**src/rtl/rice_core_mul_sequencer_if.sv**
```systemverilog
// Handshake/data bundle between the EX stage and the iterative multiplier.
// The master drives the operation request; the slave (the sequencer) returns status and result.
interface rice_core_mul_sequencer_if #(
  parameter int XLEN = 32
);
  logic            i_start;
  logic            i_flush;
  logic [XLEN-1:0] i_rs1_value;
  logic [XLEN-1:0] i_rs2_value;
  logic            i_rs1_signed;
  logic            i_rs2_signed;
  logic            i_rd_high;
  logic            o_ready;
  logic            o_stall;
  logic            o_done;
  logic [XLEN-1:0] o_result;

  modport master (
    output i_start, i_flush, i_rs1_value, i_rs2_value,
           i_rs1_signed, i_rs2_signed, i_rd_high,
    input  o_ready, o_stall, o_done, o_result
  );

  modport slave (
    input  i_start, i_flush, i_rs1_value, i_rs2_value,
           i_rs1_signed, i_rs2_signed, i_rd_high,
    output o_ready, o_stall, o_done, o_result
  );
endinterface

```
**src/rtl/rice_core_mul_sequencer.sv**
```systemverilog
// Iterative shift-add multiplier for MUL/MULH/MULHSU/MULHU: multiplies operand magnitudes
// over XLEN cycles, then applies the sign and returns the selected half of the product.
module rice_core_mul_sequencer #(
  parameter int XLEN = 32
) (
  input  logic                        i_clk,
  input  logic                        i_rst_n,
  rice_core_mul_sequencer_if.slave    bus
);
  localparam int CW = $clog2(XLEN);

  typedef enum logic [1:0] {IDLE, CALC, DONE} state_t;

  state_t            state_reg;
  logic [CW-1:0]     count_reg;
  logic [XLEN-1:0]   mcand_reg;
  logic [XLEN-1:0]   mplier_reg;
  logic [2*XLEN-1:0] acc_reg;
  logic              neg_reg;
  logic              rd_high_reg;
  logic [XLEN-1:0]   result_next_reg;
  logic [XLEN-1:0]   result_hold_reg;

  logic [XLEN-1:0]   rs1_mag;
  logic [XLEN-1:0]   rs2_mag;
  logic [XLEN:0]     sum;
  logic [2*XLEN-1:0] acc_next;
  logic [2*XLEN-1:0] product;
  logic              accept;

  assign accept = (state_reg == IDLE) && bus.i_start && !bus.i_flush;

  always_comb begin
    rs1_mag  = bus.i_rs1_value;
    rs2_mag  = bus.i_rs2_value;
    if (bus.i_rs1_signed && bus.i_rs1_value[XLEN-1])
      rs1_mag = -bus.i_rs1_value;
    if (bus.i_rs2_signed && bus.i_rs2_value[XLEN-1])
      rs2_mag = -bus.i_rs2_value;
    // Carry out of the upper-half add is kept and shifted back into the accumulator.
    sum      = {1'b0, acc_reg[2*XLEN-1:XLEN]} + (mplier_reg[0] ? {1'b0, mcand_reg} : '0);
    acc_next = {sum, acc_reg[XLEN-1:1]};
    product  = neg_reg ? -acc_next : acc_next;
  end

  always_ff @(posedge i_clk) begin
    if (!i_rst_n) begin
      state_reg       <= IDLE;
      count_reg       <= '0;
      mcand_reg       <= '0;
      mplier_reg      <= '0;
      acc_reg         <= '0;
      neg_reg         <= 1'b0;
      rd_high_reg     <= 1'b0;
      result_next_reg <= '0;
      result_hold_reg <= '0;
    end else begin
      case (state_reg)
        IDLE: begin
          if (accept) begin
            mcand_reg   <= rs1_mag;
            mplier_reg  <= rs2_mag;
            neg_reg     <= (bus.i_rs1_signed & bus.i_rs1_value[XLEN-1]) ^
                           (bus.i_rs2_signed & bus.i_rs2_value[XLEN-1]);
            rd_high_reg <= bus.i_rd_high;
            acc_reg     <= '0;
            count_reg   <= CW'(XLEN - 1);
            state_reg   <= CALC;
          end
        end
        CALC: begin
          if (bus.i_flush) begin
            state_reg <= IDLE;
          end else begin
            acc_reg    <= acc_next;
            mplier_reg <= mplier_reg >> 1;
            if (count_reg == '0) begin
              // Final step: sign-correct now so the result is ready throughout DONE.
              result_next_reg <= rd_high_reg ? product[2*XLEN-1:XLEN] : product[XLEN-1:0];
              state_reg       <= DONE;
            end else begin
              count_reg <= count_reg - 1'b1;
            end
          end
        end
        DONE: begin
          if (!bus.i_flush)
            result_hold_reg <= result_next_reg;
          state_reg <= IDLE;
        end
        default: state_reg <= IDLE;
      endcase
    end
  end

  // A flush during DONE suppresses the pulse and leaves the previous result visible.
  assign bus.o_ready  = (state_reg == IDLE);
  assign bus.o_stall  = accept || (state_reg == CALC);
  assign bus.o_done   = (state_reg == DONE) && !bus.i_flush;
  assign bus.o_result = ((state_reg == DONE) && !bus.i_flush) ? result_next_reg : result_hold_reg;
endmodule

```
**src/flat_wrapper.sv**
```systemverilog
// flat-port wrapper written by rule: the top's interface ports become plain ports
module rice_core_mul_sequencer_flat 
#(
  parameter int XLEN = 32
)
  (i_clk, i_rst_n, bus_i_start, bus_i_flush, bus_i_rs1_value, bus_i_rs2_value, bus_i_rs1_signed, bus_i_rs2_signed, bus_i_rd_high, bus_o_ready, bus_o_stall, bus_o_done, bus_o_result);
  rice_core_mul_sequencer_if #(.XLEN(XLEN)) bus_i ();
  input  logic i_clk;
  input  logic i_rst_n;
  input wire logic [$bits(bus_i.i_start)-1:0] bus_i_start;
  input wire logic [$bits(bus_i.i_flush)-1:0] bus_i_flush;
  input wire logic [$bits(bus_i.i_rs1_value)-1:0] bus_i_rs1_value;
  input wire logic [$bits(bus_i.i_rs2_value)-1:0] bus_i_rs2_value;
  input wire logic [$bits(bus_i.i_rs1_signed)-1:0] bus_i_rs1_signed;
  input wire logic [$bits(bus_i.i_rs2_signed)-1:0] bus_i_rs2_signed;
  input wire logic [$bits(bus_i.i_rd_high)-1:0] bus_i_rd_high;
  output wire logic [$bits(bus_i.o_ready)-1:0] bus_o_ready;
  output wire logic [$bits(bus_i.o_stall)-1:0] bus_o_stall;
  output wire logic [$bits(bus_i.o_done)-1:0] bus_o_done;
  output wire logic [$bits(bus_i.o_result)-1:0] bus_o_result;
  assign bus_i.i_start = bus_i_start;
  assign bus_i.i_flush = bus_i_flush;
  assign bus_i.i_rs1_value = bus_i_rs1_value;
  assign bus_i.i_rs2_value = bus_i_rs2_value;
  assign bus_i.i_rs1_signed = bus_i_rs1_signed;
  assign bus_i.i_rs2_signed = bus_i_rs2_signed;
  assign bus_i.i_rd_high = bus_i_rd_high;
  assign bus_o_ready = bus_i.o_ready;
  assign bus_o_stall = bus_i.o_stall;
  assign bus_o_done = bus_i.o_done;
  assign bus_o_result = bus_i.o_result;
  rice_core_mul_sequencer #(.XLEN(XLEN)) u_core (.i_clk(i_clk), .i_rst_n(i_rst_n), .bus(bus_i));
endmodule
```
**config.mk**
```make
export PLATFORM = sky130hd
export DESIGN_NAME = rice_core_mul_sequencer_flat
export DESIGN_NICKNAME = d
export VERILOG_FILES = /design/src/rtl/rice_core_mul_sequencer_if.sv /design/src/rtl/rice_core_mul_sequencer.sv /design/src/flat_wrapper.sv
export SDC_FILE = /design/constraint.sdc
export NUM_CORES = 1
export LEC_CHECK = 0
export BUFFER_PORTS_ARGS = -buffer_cell sky130_fd_sc_hd__buf_2
export CAP_MARGIN = 20
export CORE_ASPECT_RATIO = 0.8
export CORE_MARGIN = 1
export CORE_UTILIZATION = 35
export CTS_CLUSTER_SIZE = 14
export DETAILED_ROUTE_END_ITERATION = 10
export GPL_TIMING_DRIVEN = 0
export SYNTH_ARGS = -nofsm -noshare
export SYNTH_HDL_FRONTEND = slang
export SYNTH_SLANG_ARGS = --single-unit
```
**constraint.sdc**
```tcl
create_clock -name i_clk -period 5.35 [get_ports i_clk]
set_input_delay 0.8025 -clock i_clk [delete_from_list [all_inputs] [get_ports i_clk]]
set_output_delay 0.8025 -clock i_clk [all_outputs]
set_load 0.01 [all_outputs]
```
-- After elaboration in Yosys (flattened, before gate mapping)
Index checks and enable logic that the tools add are counted.
- register bits: 201
- input bits: 71
- output and inout bits: 35
- logic and storage cells: 60
- add/subtract/negate cells: 5
- equal/unequal tests: 6
- muxes and demuxes: 20
- bitwise logic cells: 4
- reduce and logical (&&, ||, !) cells: 16
- operators by type and width (cell ; count):
    two-way mux 32 bit ; 7
    two-way mux 64 bit ; 3
    one-hot mux 64 bit (2 select lines) ; 1
    negator 32 bit ; 2
    negator 64 bit ; 1
    one-hot mux 32 bit (2 select lines) ; 1
    adder 32 x 33 -> 33 bit ; 1
    two-way mux 5 bit ; 3
    one-hot mux 5 bit (2 select lines) ; 1
    two-way mux 2 bit ; 3
    AND reduction 2 bit ; 3
    AND reduction 3 bit ; 2
    logical AND 1 bit ; 5
    logical NOT 5 bit ; 1
    subtractor 5 x 1 -> 5 bit, second input constant ; 1
    != test 2 bit, second input constant ; 2
    one-hot mux 2 bit (2 select lines) ; 1
    AND reduction 4 bit ; 1
    != test 3 x 2 -> 1 bit, second input constant ; 1
    bitwise AND 1 bit ; 2
    == test 2 x 1 -> 1 bit, second input constant ; 1
    == test 2 bit, second input constant ; 1
    logical NOT 2 bit ; 1
    != test 2 x 1 -> 1 bit, second input constant ; 1
    5 further kinds ; 5

-- Longest topological paths before layout
- word-level depth: 5
- gate-level depth with buffers: 15
- depth with buffers taken out: 13

-- Least setup slack after synthesis
Ideal clock, no wire load.
- path kind: reg2reg
- start: register u_core.mplier_reg[0]
- end: register u_core.result_next_reg[31]
- library setup time: 0.136 ns
- arrival time: 3.673 ns
- path slack: 1.541 ns
- stages on the path, launching flop included: 15
- buffers on the path: 1
- clock period less this slack: 3.809 ns
- cells stage by stage: dfxtp_1 > clkbuf_1 > and2_1 > ha_1 > fa_1 > a211oi_2 > o211ai_1 > a211o_1 > and4_1 > a311o_1 > nor3_2 > nand4_2 > or3_4 > mux2i_1 > a31oi_1
- word-level cells in the longest chain between the ends: 5
- RTL lines (item ; RTL line ; source):
    start: declaration ; rice_core_mul_sequencer.sv:17 ; logic [XLEN-1:0] mplier_reg;
    start signal: assignment ; rice_core_mul_sequencer.sv:62 ; mplier_reg <= rs2_mag;
    start signal: assignment ; rice_core_mul_sequencer.sv:76 ; mplier_reg <= mplier_reg >> 1;
    two-way mux 32 bit (*) ; rice_core_mul_sequencer.sv:41 ; sum = {1'b0, acc_reg[2*XLEN-1:XLEN]} + (mplier_reg[0] ? {1'b0, mcand_reg} : '0);
    adder 32 x 33 -> 33 bit (*) ; rice_core_mul_sequencer.sv:41 ;
    negator 64 bit ; rice_core_mul_sequencer.sv:43 ; product = neg_reg ? -acc_next : acc_next;
    two-way mux 64 bit (*) ; rice_core_mul_sequencer.sv:43 ;
    two-way mux 32 bit (*) ; rice_core_mul_sequencer.sv:79 ; result_next_reg <= rd_high_reg ? product[2*XLEN-1:XLEN] : product[XLEN-1:0];
    end signal: assignment ; rice_core_mul_sequencer.sv:79 ;
    end: declaration ; rice_core_mul_sequencer.sv:21 ; logic [XLEN-1:0] result_next_reg;
Every way passes the cells marked *; elsewhere a longest branch is shown, timed or not.
A chain may end at the register's enable or synchronous reset.

-- Final worst setup path
- start: register u_core.mplier_reg[0]
- end: register u_core.result_next_reg[28]
Same word-level chain as after synthesis.

==> run_results.csv <==
group,metric,value,unit
routing,drtIter0Drc,1024,
worst_setup_path,critPathMaxStageDelay,0.55,ns
logic_synthesis,synth_flop_cell,"dfxtp_1",
worst_hold_path,whs_path_depth,2,
placement,port_buffers,104,
placement,postPlaceCellArea,13890,um^2
routing,via_per_inst,5.632,
global_routing,antenna_found_initial,2,
worst_setup_path,worstPathMaxFanout,10,
pwr,p_int,0.002387,W
placement,place.gp.congestion,0.9819,
floorplan,initial_core_util,35.54,%
routing,wl_per_cell,18.74,um
clock_network,post-cts-setup-buffers,0,
floorplan,die_area,37240,um^2
worst_hold_path,hold_class,"flip-flop to flip-flop",
global_routing,grt_pass1_vias,11660,
pwr,clockPowerShare,39.7,%
pwr,pwr-share-comb,13.5,%
worst_setup_path,cp_num_buf_inv,1,
worst_setup_path,cp_data_arrival_time,5.12,ns
global_routing,grt_max_degree,18,
global_routing,grt_pass1_wl,65970,um
clock_network,cts_made_buffers,17,
worst_hold_path,hold_end,"u_core.mcand_reg[0]",
worst_setup_path,critical_path_class,"flip-flop to flip-flop",
layout,multiInputGateArea,8233,um^2
run_status,outcome,"finished clean",
placement,dpl.hpwl,33010,um
clock_network,cts-root-buf,"clkbuf_16",
global_routing,track_usage,22.49,%
pwr,p_leak,5.737,nW
logic_synthesis,yosysWarningCount,0,
timing,timing_hold_violations_final,0,
routing,drc_errors,0,
layout,nNetsFinal,1855,
timing,fmax,208.0,MHz
layout,layout_commonest_cell,"nor2_1",
timing,min_period,4.809,ns
routing,drtAntennaViolNets,0,
clock_network,cts.htree.levels,4,
clock_network,tritoncts,"yes",
routing,dr_total_vias,12610,
pwr,powerDensity,229.8,nW/um^2
logic_synthesis,async_flop_share,0,%
layout,fin_area,14490,um^2
layout,areaGrowthSynthToFinish,13.50,%
clock_network,hold_buffers,0,
logic_synthesis,syn_nets,1731,
timing,min_period_over_period,89.88,%
worst_setup_path,worstRegToRegCells,14,
global_routing,grt_overflow,0,
worst_setup_path,setup.worst_path.end_class,"flip-flop",
pwr,sequentialPowerShare,46.8,%
worst_setup_path,cpLargestDelayFamily,"compound AO/OA/AOI/OAI gates",
layout,largest_reg_flops,63,
timing,max-slew-margin-rel,28.99,%
floorplan,io_pins,106,
logic_synthesis,syn_area,12760,um^2
floorplan,rows,62,
layout,layout-drive-gt1-share,11.88,%
worst_setup_path,r2r_setup_slack,0.54,ns
clock_network,clockBufferDepth,2,
logic_synthesis,ys_seq_area_share,31.37,%
pwr,switching_share,28.30,%
worst_setup_path,path_cells,"clkbuf_1 > and2_1 > ha_1 > fa_1 > a211oi_2 > o211ai_1 > a211oi_2 > xnor2_1 > or2_4 > nor4_2 > nand4_1 > o21ai_0 > mux2i_1 > o311ai_0",
worst_hold_path,hold_path.startpoint,"u_core.mcand_reg[0]",
pwr,peakVddDrop,199.6,uV
layout,layout_common_cells,"nor2_1, dfxtp_1, a21oi_1",
worst_setup_path,cp-start-kind,"flip-flop",
clock_network,clk_latency,0.46,ns
routing,routed_wl,41970,um
clock_network,clock_sinks,200,
timing,fin_tns_setup,0,ns
timing,worst_slew_pin_slew,1.061,ns
logic_synthesis,ys_ff_latch,200,
routing,firstDrtPassIters,5,
job,drv_cap,0,
worst_setup_path,crit_top_cell,"a211oi_2",
logic_synthesis,synth_edf_count,0,
timing,finalClockSkew,0.01046,ns
layout,diodes,0,
logic_synthesis,syn_avg_cell_area,7.870,um^2
clock_network,cts.reportedPaths.clkPinSlew,0.07,ns
worst_setup_path,slowest_stage,"a211oi_2",
worst_setup_path,cp.required,5.66,ns
clock_network,post_cts_resize_count,0,
logic_synthesis,syn-instance-count,1622,
pwr,p_sw,0.0009422,W
timing,rsz0062_at_grt,"no",
worst_setup_path,rr_endpoint,"u_core.result_next_reg[28]",
layout,regArea,4004,um^2
floorplan,fp.dieW,215.5,um
timing,setup_viol,0,
floorplan,core-area,35920,um^2
layout,nFillCells,3684,
logic_synthesis,ys_types,78,
timing,finalMaxSlewViolations,0,
worst_setup_path,timing.rr.start,"u_core.mplier_reg[0]",
pwr,total_power,0.003329,W
floorplan,die_y,172.8,um
worst register-to-register path: cells and delay by family (launching register included):
family	cells	cell delay (ns)
AO/OA/AOI/OAI	5	1.56
buffers and inverters	1	0.21
XOR/XNOR	1	0.29
AND/OR/NAND/NOR	4	1.33
multiplexers	1	0.22
flip-flops	1	0.34
adder cells (fa/ha/maj)	2	0.71
Yosys cell counts, types with 6 or more instances:
cell | number | area (um^2)
o211ai_1 | 16 | 120.1
nor2_1 | 241 | 904.6
ha_1 | 37 | 462.9
or4_1 | 9 | 67.56
a22oi_1 | 65 | 488.0
and2_1 | 80 | 500.5
o21ai_0 | 70 | 350.3
inv_1 | 21 | 78.83
nand3_1 | 20 | 100.1
mux2_2 | 32 | 360.4
xor2_1 | 63 | 551.8
nand4_1 | 15 | 93.84
nand2_1 | 109 | 409.1
o21a_1 | 6 | 45.04
xnor2_1 | 60 | 525.5
o31ai_1 | 23 | 172.7
a311oi_1 | 14 | 122.6
a211oi_1 | 70 | 525.5
a31oi_1 | 10 | 62.56
or3_1 | 22 | 137.6
and3_1 | 7 | 43.79
dfxtp_1 | 200 | 4004
nand2b_1 | 6 | 37.54
o41ai_1 | 11 | 96.34
mux2i_1 | 11 | 110.1
a21o_1 | 15 | 112.6
nor3_1 | 44 | 220.2
a21oi_1 | 125 | 625.6
nor4_1 | 12 | 75.07
clkbuf_1 | 104 | 390.4
power groups by stage:
stage                     clock, W  combinational (W)  sequential, W
after floorplan                  0           0.000287        0.00158
after CTS                  0.00135           0.000445        0.00156
after global placement           0           0.000438        0.00159
final                      0.00132           0.000449        0.00156
after detailed placement         0           0.000443        0.00159
after global routing       0.00141           0.000496        0.00156
per-stage QoR:
step           setup slack, ns  utilization (%)  hold slack (ns)  std cells
5_1_grt                 0.2375            40.34           0.4883       2239
4_1_cts                 0.6278            40.34           0.4565       2239
3_3_place_gp            0.6632            38.66           0.4432       2206
2_1_floorplan            1.541                -           0.4284       1622
6_report                0.5413            40.34           0.4589       2239
3_5_place_dp            0.6532            38.68           0.4464       2207
worst max path at each step:
stage	startpoint	endpoint	slack, ns	depth (start not counted)
floorplan	u_core.mplier_reg[0]	u_core.result_next_reg[31]	1.54	14
global placement	u_core.mplier_reg[0]	u_core.result_next_reg[31]	0.66	14
detailed placement	u_core.mplier_reg[0]	u_core.result_next_reg[31]	0.65	14
CTS	u_core.mplier_reg[0]	u_core.result_next_reg[31]	0.63	14
global route	u_core.mplier_reg[0]	u_core.result_next_reg[28]	0.24	14
finish	u_core.mplier_reg[0]	u_core.result_next_reg[28]	0.54	14
routing by layer:
layer / up-vias / GRT usage, % / wire length (um)
li1: 6125 / - / -
met1: 6010 / 33.59 / 20860
met3: 61 / 4.556 / 3022
met2: 415 / 32.11 / 17150
met5: - / 0 / 0
met4: 0 / 6.590 / 930
cell families (layout without fill, tap and decap cells):
family          after synthesis  count (layout)  synth area share (%)
buf+inv                     137             274                 4.136
compound gates              479             479                 25.51
simple gates                602             602                 23.07
fa+ha+maj                    38              38                 3.784
xor+xnor                    123             123                 8.439
flops                       200             200                 31.37
mux                          43              43                 3.686
final cells by class:
cell class                      instances  share of cell area [%]
Sequential cell                       200                   27.64
Multi-Input combinational cell       1285                   56.83
Tap cell                              480                   4.145
Buffer                                115                   3.075
Clock buffer                           19                   3.057
Timing Repair Buffer                  105                   3.645
Inverter                               22                  0.5700
Clock inverter                         13                   1.045
No activity file was read; power rests on OpenSTA's default activity.
